<file path="config.mk">
export PLATFORM = sky130hd
export DESIGN_NAME = dmem_arbiter
export DESIGN_NICKNAME = d
export VERILOG_FILES = /design/src/rtl/dmem_arbiter.sv
export SDC_FILE = /design/constraint.sdc
export NUM_CORES = 1
export LEC_CHECK = 0
export BUFFER_PORTS_ARGS = -buffer_cell sky130_fd_sc_hd__buf_4
export CORE_UTILIZATION = 45
export DETAILED_ROUTE_END_ITERATION = 6
export GPL_TIMING_DRIVEN = 0
export PLACE_DENSITY_LB_ADDON = 0.3
export SYNTH_ARGS = -nofsm -noshare
export SYNTH_HDL_FRONTEND = slang
export SYNTH_SLANG_ARGS = --single-unit
</file>
<file path="constraint.sdc">
create_clock -name clk -period 1.65 [get_ports clk]
set_clock_uncertainty 0.15 [all_clocks]
set_input_delay 0.2475 -clock clk [delete_from_list [all_inputs] [get_ports clk]]
set_output_delay 0.2475 -clock clk [all_outputs]
set_load 0.02 [all_outputs]
</file>
<file path="src/rtl/dmem_arbiter.sv">
// Two-port (CPU / DMA) arbiter in front of a single-port synchronous data memory.
// Define DMEM_ARB_CPU_PRIORITY_EN for fixed CPU-wins ties; default build is round-robin.
module dmem_arbiter #(
  parameter int ADDR_W = 8,
  parameter int DATA_W = 32
) (
  input  logic              clk,
  input  logic              reset,
  input  logic              cpu_req,
  input  logic              cpu_we,
  input  logic [ADDR_W-1:0] cpu_addr,
  input  logic [DATA_W-1:0] cpu_wdata,
  output logic              cpu_gnt,
  output logic              cpu_rvalid,
  output logic              cpu_stall,
  output logic [DATA_W-1:0] cpu_rdata,
  input  logic              dma_req,
  input  logic              dma_we,
  input  logic [ADDR_W-1:0] dma_addr,
  input  logic [DATA_W-1:0] dma_wdata,
  output logic              dma_gnt,
  output logic              dma_rvalid,
  output logic [DATA_W-1:0] dma_rdata,
  output logic              MEM_memread,
  output logic              MEM_memwrite,
  output logic [ADDR_W-1:0] mem_addr,
  output logic [DATA_W-1:0] mem_wdata,
  input  logic [DATA_W-1:0] mem_rdata,
  output logic              busy
);

  typedef enum logic [1:0] {IDLE, ISSUE, RESP} state_t;

  state_t state;
  logic   cmd_dma;
  logic   cmd_we;
  logic   cpu_rd_pend;
  logic   pick_dma;

  logic              sel_we;
  logic [ADDR_W-1:0] sel_addr;
  logic [DATA_W-1:0] sel_wdata;

`ifdef DMEM_ARB_CPU_PRIORITY_EN
  assign pick_dma = dma_req & ~cpu_req;
`else
  // last_dma remembers who won the previous arbitration; a tie goes to the other port.
  logic last_dma;
  assign pick_dma = dma_req & (~cpu_req | ~last_dma);
`endif

  assign sel_we    = pick_dma ? dma_we    : cpu_we;
  assign sel_addr  = pick_dma ? dma_addr  : cpu_addr;
  assign sel_wdata = pick_dma ? dma_wdata : cpu_wdata;

  // Stall while waiting for a grant, or while a granted CPU read has not yet returned.
  assign cpu_stall = (cpu_req & ~cpu_gnt) | (cpu_rd_pend & ~cpu_rvalid);

  always_ff @(posedge clk) begin
    if (reset) begin
      state        <= IDLE;
      cmd_dma      <= 1'b0;
      cmd_we       <= 1'b0;
      cpu_rd_pend  <= 1'b0;
      cpu_gnt      <= 1'b0;
      dma_gnt      <= 1'b0;
      cpu_rvalid   <= 1'b0;
      dma_rvalid   <= 1'b0;
      MEM_memread  <= 1'b0;
      MEM_memwrite <= 1'b0;
      busy         <= 1'b0;
      mem_addr     <= '0;
      mem_wdata    <= '0;
      cpu_rdata    <= '0;
      dma_rdata    <= '0;
`ifndef DMEM_ARB_CPU_PRIORITY_EN
      last_dma     <= 1'b1;
`endif
    end else begin
      cpu_gnt      <= 1'b0;
      dma_gnt      <= 1'b0;
      cpu_rvalid   <= 1'b0;
      dma_rvalid   <= 1'b0;
      MEM_memread  <= 1'b0;
      MEM_memwrite <= 1'b0;
      case (state)
        IDLE: begin
          if (cpu_req | dma_req) begin
            state        <= ISSUE;
            busy         <= 1'b1;
            cmd_dma      <= pick_dma;
            cmd_we       <= sel_we;
            mem_addr     <= sel_addr;
            mem_wdata    <= sel_wdata;
            cpu_gnt      <= ~pick_dma;
            dma_gnt      <= pick_dma;
            MEM_memread  <= ~sel_we;
            MEM_memwrite <= sel_we;
            cpu_rd_pend  <= ~pick_dma & ~sel_we;
`ifndef DMEM_ARB_CPU_PRIORITY_EN
            last_dma     <= pick_dma;
`endif
          end
        end
        ISSUE: begin
          if (cmd_we) begin
            state <= IDLE;
            busy  <= 1'b0;
          end else begin
            state <= RESP;
          end
        end
        RESP: begin
          // Synchronous memory presents read data during this cycle.
          state <= IDLE;
          busy  <= 1'b0;
          if (cmd_dma) begin
            dma_rdata  <= mem_rdata;
            dma_rvalid <= 1'b1;
          end else begin
            cpu_rdata   <= mem_rdata;
            cpu_rvalid  <= 1'b1;
            cpu_rd_pend <= 1'b0;
          end
        end
        default: begin
          state <= IDLE;
          busy  <= 1'b0;
        end
      endcase
    end
  end

endmodule

</file>
==> results of run 1 <==
## stage by stage
stage | hold slack (ns) | TNS [ns] | std cells | area (um2) | total power, W
after floorplan | 0.2230 | 0 | 489 | 4343 | 0.003810
after global placement | 0.2938 | -0.005554 | 847 | 6223 | 0.004414
after detailed placement | 0.2985 | -0.5420 | 847 | 6223 | 0.004448
after CTS | 0.03105 | 0 | 995 | 7934 | 0.007976
after global routing | 0.05588 | -0.01762 | 997 | 8005 | 0.008358
final | 0.05502 | -0.001728 | 997 | 8005 | 0.008116
## worst min-delay path, cell delays in order
cell and delay, ns:
buf_4 0.13, a21boi_4 0.10, nand2_1 0.08, a311oi_1 0.09
## layout make-up
cell class              count  area (um2)  share of cell area [%]
multi-input cells         324        1787                   22.32
inverters                   2       7.507                 0.09378
plain buffers              46       270.3                   3.376
flip-flops and latches    117        2342                   29.26
repair buffers            347        2895                   36.17
clock buffers              20       435.4                   5.439
clock inverters            12       106.4                   1.329
well taps                 129       161.4                   2.016
## worst max path at each step
stage / from / end / slack [ns]
after floorplan: state[1] / cpu_rdata[10] / 0.23
after global placement: reset / MEM_memwrite / -0.003
after detailed placement: state[1] / mem_wdata[17] / -0.03
after CTS: last_dma / mem_wdata[1] / 0.04
final: last_dma / mem_addr[6] / -0.002
after global routing: last_dma / mem_addr[6] / -0.02
## state kept, by name, indices dropped and copies added, names as in the netlist
signal and cells:
cmd_we 1, busy 1, MEM_memwrite 1, dma_rdata 32
cmd_dma 1, state 2, mem_addr 8, MEM_memread 1
dma_rvalid 1, cpu_rd_pend 1, last_dma 1, dma_gnt 1
cpu_gnt 1, cpu_rvalid 1, cpu_rdata 32, mem_wdata 32
## logic make-up (layout without fill, tap and decap cells)
group	Yosys count	in the layout
flops	117	117
buf+inv	48	427
mux	1	1
compound gates	155	155
simple gates	168	168
## layout by cell type, fill, tap and decap left out, drive strengths merged
cell type and instances:
a211oi 1, a21bo 1, a21boi 1, a21oi 75, a221o 1, a22o 33
a2bb2oi 1, a311oi 40, and3b 1, buf 254, bufinv 1, clkbuf 43
clkinv 9, clkinvlp 1, dfxtp 117, dlygate4sd3 116, inv 3, mux2i 1
nand2 148, nand3b 1, nor2 7, nor2b 2, nor3 4, nor3b 2
nor4b 1, o21ai 1, o22ai 1, or2 2
## cells in the mapped netlist
| library cell | count |
|---|---|
| a211oi_1 | 1 |
| a21bo_1 | 1 |
| a21boi_2 | 1 |
| a21oi_1 | 75 |
| a221o_1 | 1 |
| a22o_1 | 33 |
| a2bb2oi_1 | 1 |
| a311oi_1 | 40 |
| and3b_1 | 1 |
| buf_1 | 1 |
| buf_2 | 32 |
| buf_4 | 4 |
| clkbuf_1 | 9 |
| dfxtp_1 | 117 |
| inv_1 | 2 |
| mux2i_1 | 1 |
| nand2_1 | 148 |
| nand3b_1 | 1 |
| nor2_1 | 5 |
| nor2_2 | 1 |
| nor2_4 | 1 |
| nor2b_1 | 2 |
| nor3_1 | 4 |
| nor3b_1 | 1 |
| nor3b_2 | 1 |
| nor4b_1 | 1 |
| o21ai_0 | 1 |
| o22ai_1 | 1 |
| or2_1 | 1 |
| or2_2 | 1 |
## metal layers
layer	part of all wire, %	global-route usage [%]	wire length [um]	vias to the layer above
li1	-	-	-	2468
met1	37	38.81	6849	2587
met2	50	63.70	9221	372
met3	8.8	11.56	1637	86
met4	4.5	20.29	837	0
met5	0	0	0	-
## timing repair
action	in CTS	in global routing
endpoints found under the setup margin	57	58
pin swaps	0	1
buffers inserted	0	2
endpoints found under the hold margin	108	0
hold buffers	116	0
gates resized for setup	2	22
## power groups by stage
stage | sequential [W] | clock [W] | combinational, W
2_1_floorplan | 0.00335 | 0 | 0.000465
3_3_place_gp | 0.00316 | 0 | 0.00126
3_5_place_dp | 0.00316 | 0 | 0.00128
4_1_cts | 0.00311 | 0.00336 | 0.00151
5_1_grt | 0.00314 | 0.00350 | 0.00172
6_report | 0.00313 | 0.00335 | 0.00164
==> metrics.cfg, run 1 <==
[placed_design]
dp_hpwl_mm=10.06
numPortBuffers=229
place.gp.congestion=0.7807
place_ws_ns=-0.03353

[die]
die_area_mm2=0.01005
initial_core_util_pct=46.78
rows=35
io_pins=230
die_x_um=100.2
fp.dieH_um=100.2
core_mm2=0.009284

[yosys]
synthSimpleGateAreaFrac_pct=15.70
seq_area_frac_synth_pct=53.93
synth_area_leaders=dfxtp_1 54%, nand2_1 13%, a21oi_1 8.6%, a311oi_1 8.1%, a22o_1 6.7%
ys_ff_latch=117
netlist_instances=489
netlist_area_mm2=0.004343
synth_xor_area_share_pct=0
synth-adder-area-share_pct=0
synth_mux_area_share_pct=0.2305
synth-compound-area-share_pct=24.72
synth_top_area_share_pct=53.93
synth_top_family_by_area=compound AO/OA/AOI/OAI gates
synth_nets=607
syn-mean-instance-area_um2=8.881
synth_top_area_cell=dfxtp_1
ys.warnings.count=0
ys_types=30

[outcome]
status=finished with violations
violations=setup timing

[critical_path]
ff2ff_setup_slack_ns=-0.002
crit_path_end_kind=flop
r2r_start=last_dma
path_class=flop to flop
critPathArrivalTime_ns=1.88
worst_setup_path_start_kind=flop
reg2regPathDepth=4
critPathMaxStageDelay_ns=0.38
required_ns=1.88
path_buf_inv=1
crit_path_cell_trace=a21boi_4 > clkbuf_4 > nand2_1 > a311oi_1
cp_max_fo=10
slowest_stage=a311oi_1
path_delay_family=compound AO/OA/AOI/OAI gates
r2r_end=mem_addr[6]
cp.depth=4

[clock_tree]
clk_pin_slew_ns=0.06
cts_buffer_depth=2
numClockSinks=117
cts_tree=built
cts_root_buffer=clkbuf_8
cts_max_level=4
cts_buffers=17
clk_latency_ns=0.50

[min_path]
worstHoldEndpoint=mem_addr[7]
hp-class=input port to flop
min_from=cpu_req
min_path_cells=4

[timing]
fmax_mhz=605.4
timing.final.ws_setup_ns=-0.001728
hold_viol=0
maxSlewViolCount=0
relSlewSlack_pct=64.12
fin_crit_sh_pct=100.1
finalSetupViolations=1
final.min_clock_period_ns=1.652
tightest_slew_ns=0.5382

[detailed_routing]
ant_nets=0
wl_per_cell_um=18.60
wl_mm=18.55
drc=0
dr.pass1.iters=5
vias=5513
drtIter0Drc=295
vias_per_cell=5.530

[global_routing]
grt_overflow=0
grt_max_degree=17
grt_antenna_before_repair=0
grt.total_usage_pct=36.41
grt_pass1_vias=5619
grt_pass1_wl_mm=28.30

[final_layout]
diodes=0
n_fill_cell=478
final_nets=973
drive_gt1_share_pct=35.02
final_util_pct=86.23
synthToLayoutAreaGrowth_pct=84.33

[power]
vdd_drop_max_uv=634.5
p_clk_share_pct=41.3
p_int_w=0.005839
power.share.sequential_pct=38.5
combPwrFrac_pct=20.2
power_per_cell_area_mw_per_mm2=1014
p_leak_nw=3.595
power.switching_w=0.002276
switching_share_pct=28.05

[job]
drv_cap=0

Note: power is estimated with default switching activity, not from simulation.
==> run 2: changes to the inputs <==
Settings changed: SKIP_CTS_REPAIR_TIMING set to 1.
==> run 2 against run 1 <==
Compared with the run above: the run ends with hold timing, setup timing left; power down 0.28%; utilization down 0.44 points; count of clock-buffer cells in the layout stayed put; hold slack got worse by 0.059 ns; critical path depth up 1; die area unchanged; sequential share of layout area is 0.15 points higher; sequential power about the same; worst setup slack worse by 0.0086 ns; wire length decreased by 0.39%; critical path type unchanged; largest cell class unchanged; largest power group unchanged.
==> metrics.cfg, run 2 (synthesized netlist as in run 1, its figures left out) <==
[critical_path]
critPathMaxStageDelay_ns=0.42  ; +0.04 ns
worst_setup_path_start_kind=flop
crit_path_end_kind=flop
cp_max_fo=10  ; unchanged
required_ns=1.88  ; about the same
cp_common_cell=buf_2
critPathArrivalTime_ns=1.89  ; about the same
path_class=flop to flop
crit_path_cell_trace=a21bo_1 > buf_2 > buf_2 > nand2_1 > a311oi_1
path_buf_inv=2  ; +1
path_delay_family=compound AO/OA/AOI/OAI gates
slowest_stage=dfxtp_1

[global_routing]
grt_pass1_wl_mm=21.00  ; -26%
grt_pass1_vias=4354  ; -23%
grt_antenna_before_repair=0  ; unchanged
grt_overflow=0  ; unchanged
grt_max_degree=17  ; unchanged
grt.total_usage_pct=26.74  ; -9.7 points

[placed_design]
placedCellCount=847  ; unchanged
place.gp.congestion=0.7807  ; unchanged
numPortBuffers=229  ; unchanged
place_ws_ns=-0.03353  ; unchanged
dp_hpwl_mm=10.06  ; unchanged

[detailed_routing]
dr.pass1.iters=7  ; +2
ant_nets=0  ; unchanged
wl_per_cell_um=18.55  ; -0.29%
drtIter0Drc=420  ; +42%
drc=0  ; unchanged
vias_per_cell=5.552  ; +0.41%
wl_mm=18.47  ; -0.39%
vias=5530  ; +0.31%

[die]
core_mm2=0.009284  ; unchanged
die_area_mm2=0.01005  ; unchanged
initial_core_util_pct=46.78  ; unchanged
rows=35  ; unchanged
die_x_um=100.2  ; unchanged
io_pins=230  ; unchanged
fp.dieH_um=100.2  ; unchanged

[power]
vdd_drop_max_uv=516.8  ; -19%
p_leak_nw=3.582  ; -0.35%
total_power_w=0.008093  ; -0.28%
power_per_cell_area_mw_per_mm2=1016  ; +0.24%

[final_layout]
drive_gt1_share_pct=34.95  ; -0.075 points
synthToLayoutAreaGrowth_pct=83.38
diodes=0  ; unchanged
final_cell_mix=235 x buf_4, 148 x nand2_1, 117 x dfxtp_1
final_common_cell=buf_4
multi_input_comb_area_mm2=0.001780  ; -0.35%
final_nets=972  ; -0.10%
reg_top3=cpu_rdata (32), dma_rdata (32), mem_wdata (32)
n_fill_cell=491  ; +2.7%
finalNonFillerCells=996  ; -0.10%
seq_area_mm2=0.002342  ; unchanged

[timing]
timing.final.ws_setup_ns=-0.01036  ; -0.008631 ns
tightest_slew_ns=0.5204  ; -0.01784 ns
relSlewSlack_pct=65.31  ; +1.2 points
fin_crit_sh_pct=100.6  ; +0.52 points
maxSlewViolCount=0  ; unchanged
hold_viol=1  ; +1
finalSetupViolations=1  ; unchanged
fmax_mhz=602.3  ; -0.52%
holdWs_ns=-0.004145  ; -0.05916 ns
final.min_clock_period_ns=1.660  ; +0.008631 ns

[job]
drv_cap=0  ; unchanged

[clock_tree]
cts_tree=built
numClockSinks=117  ; unchanged
cts_buffers=17  ; unchanged
clk_pin_slew_ns=0.06  ; about the same
cts_buffer_depth=2  ; unchanged
clk_latency_ns=0.49  ; about the same
cts_root_buffer=clkbuf_8
cts_max_level=4  ; unchanged

[outcome]
status=finished with violations
violations=hold timing, setup timing

[min_path]
hp-class=input port to flop

[run 2: final timing paths]
kind,cells after the start,slack [ns],to,start
max,5,-0.01,mem_wdata[23],last_dma
max reg2reg,5,-0.01,mem_wdata[23],last_dma
min reg2reg,2,0.31,dma_rdata[1],dma_rdata[1]
min,3,-0.004,last_dma,dma_req
[run 2: stage by stage]
stage          instance area [um2]  setup TNS [ns]  hold slack (ns)  utilization, %
2_1_floorplan                 4343               0           0.2230               -
5_1_grt                       7964         -0.2330          0.02009           85.78
3_3_place_gp                  6223       -0.005554           0.2938           67.04
3_5_place_dp                  6223         -0.5420           0.2985           67.04
4_1_cts                       6765         -0.9422          -0.2064           72.87
6_report                      7964        -0.01036        -0.004145           85.78
[run 2: layout make-up]
| type | count | area share [%] |
|---|---|---|
| Buffer | 46 | 3.079 |
| Clock inverter | 12 | 1.335 |
| Inverter | 2 | 0.09427 |
| Timing Repair Buffer | 346 | 36.23 |
| Clock buffer | 20 | 5.467 |
| Tap cell | 129 | 2.027 |
| Sequential cell | 117 | 29.41 |
| Multi-Input combinational cell | 324 | 22.36 |
[run 2: report_power, final]
| part | internal (W) | total (W) | switching, W |
|---|---|---|---|
| logic | 0.000789 | 0.00162 | 0.000827 |
| registers | 0.00300 | 0.00313 | 0.000123 |
| clock network | 0.00203 | 0.00335 | 0.00132 |
| total | 0.00583 | 0.00809 | 0.00227 |
[run 2: metal layers]
metal	up-vias	wire, um	part of all wire, %	global-route usage [%]
met5	-	0	0	0
met4	0	816	4.4	10.14
met3	87	1667	9.0	7.312
met2	393	9229	50	47.95
met1	2585	6760	37	30.12
li1	2465	-	-	-
[run 2: worst min-delay path, cell delays in order]
cell and delay (ns):
buf_4 0.10, nor2b_1 0.13, a221o_1 0.13
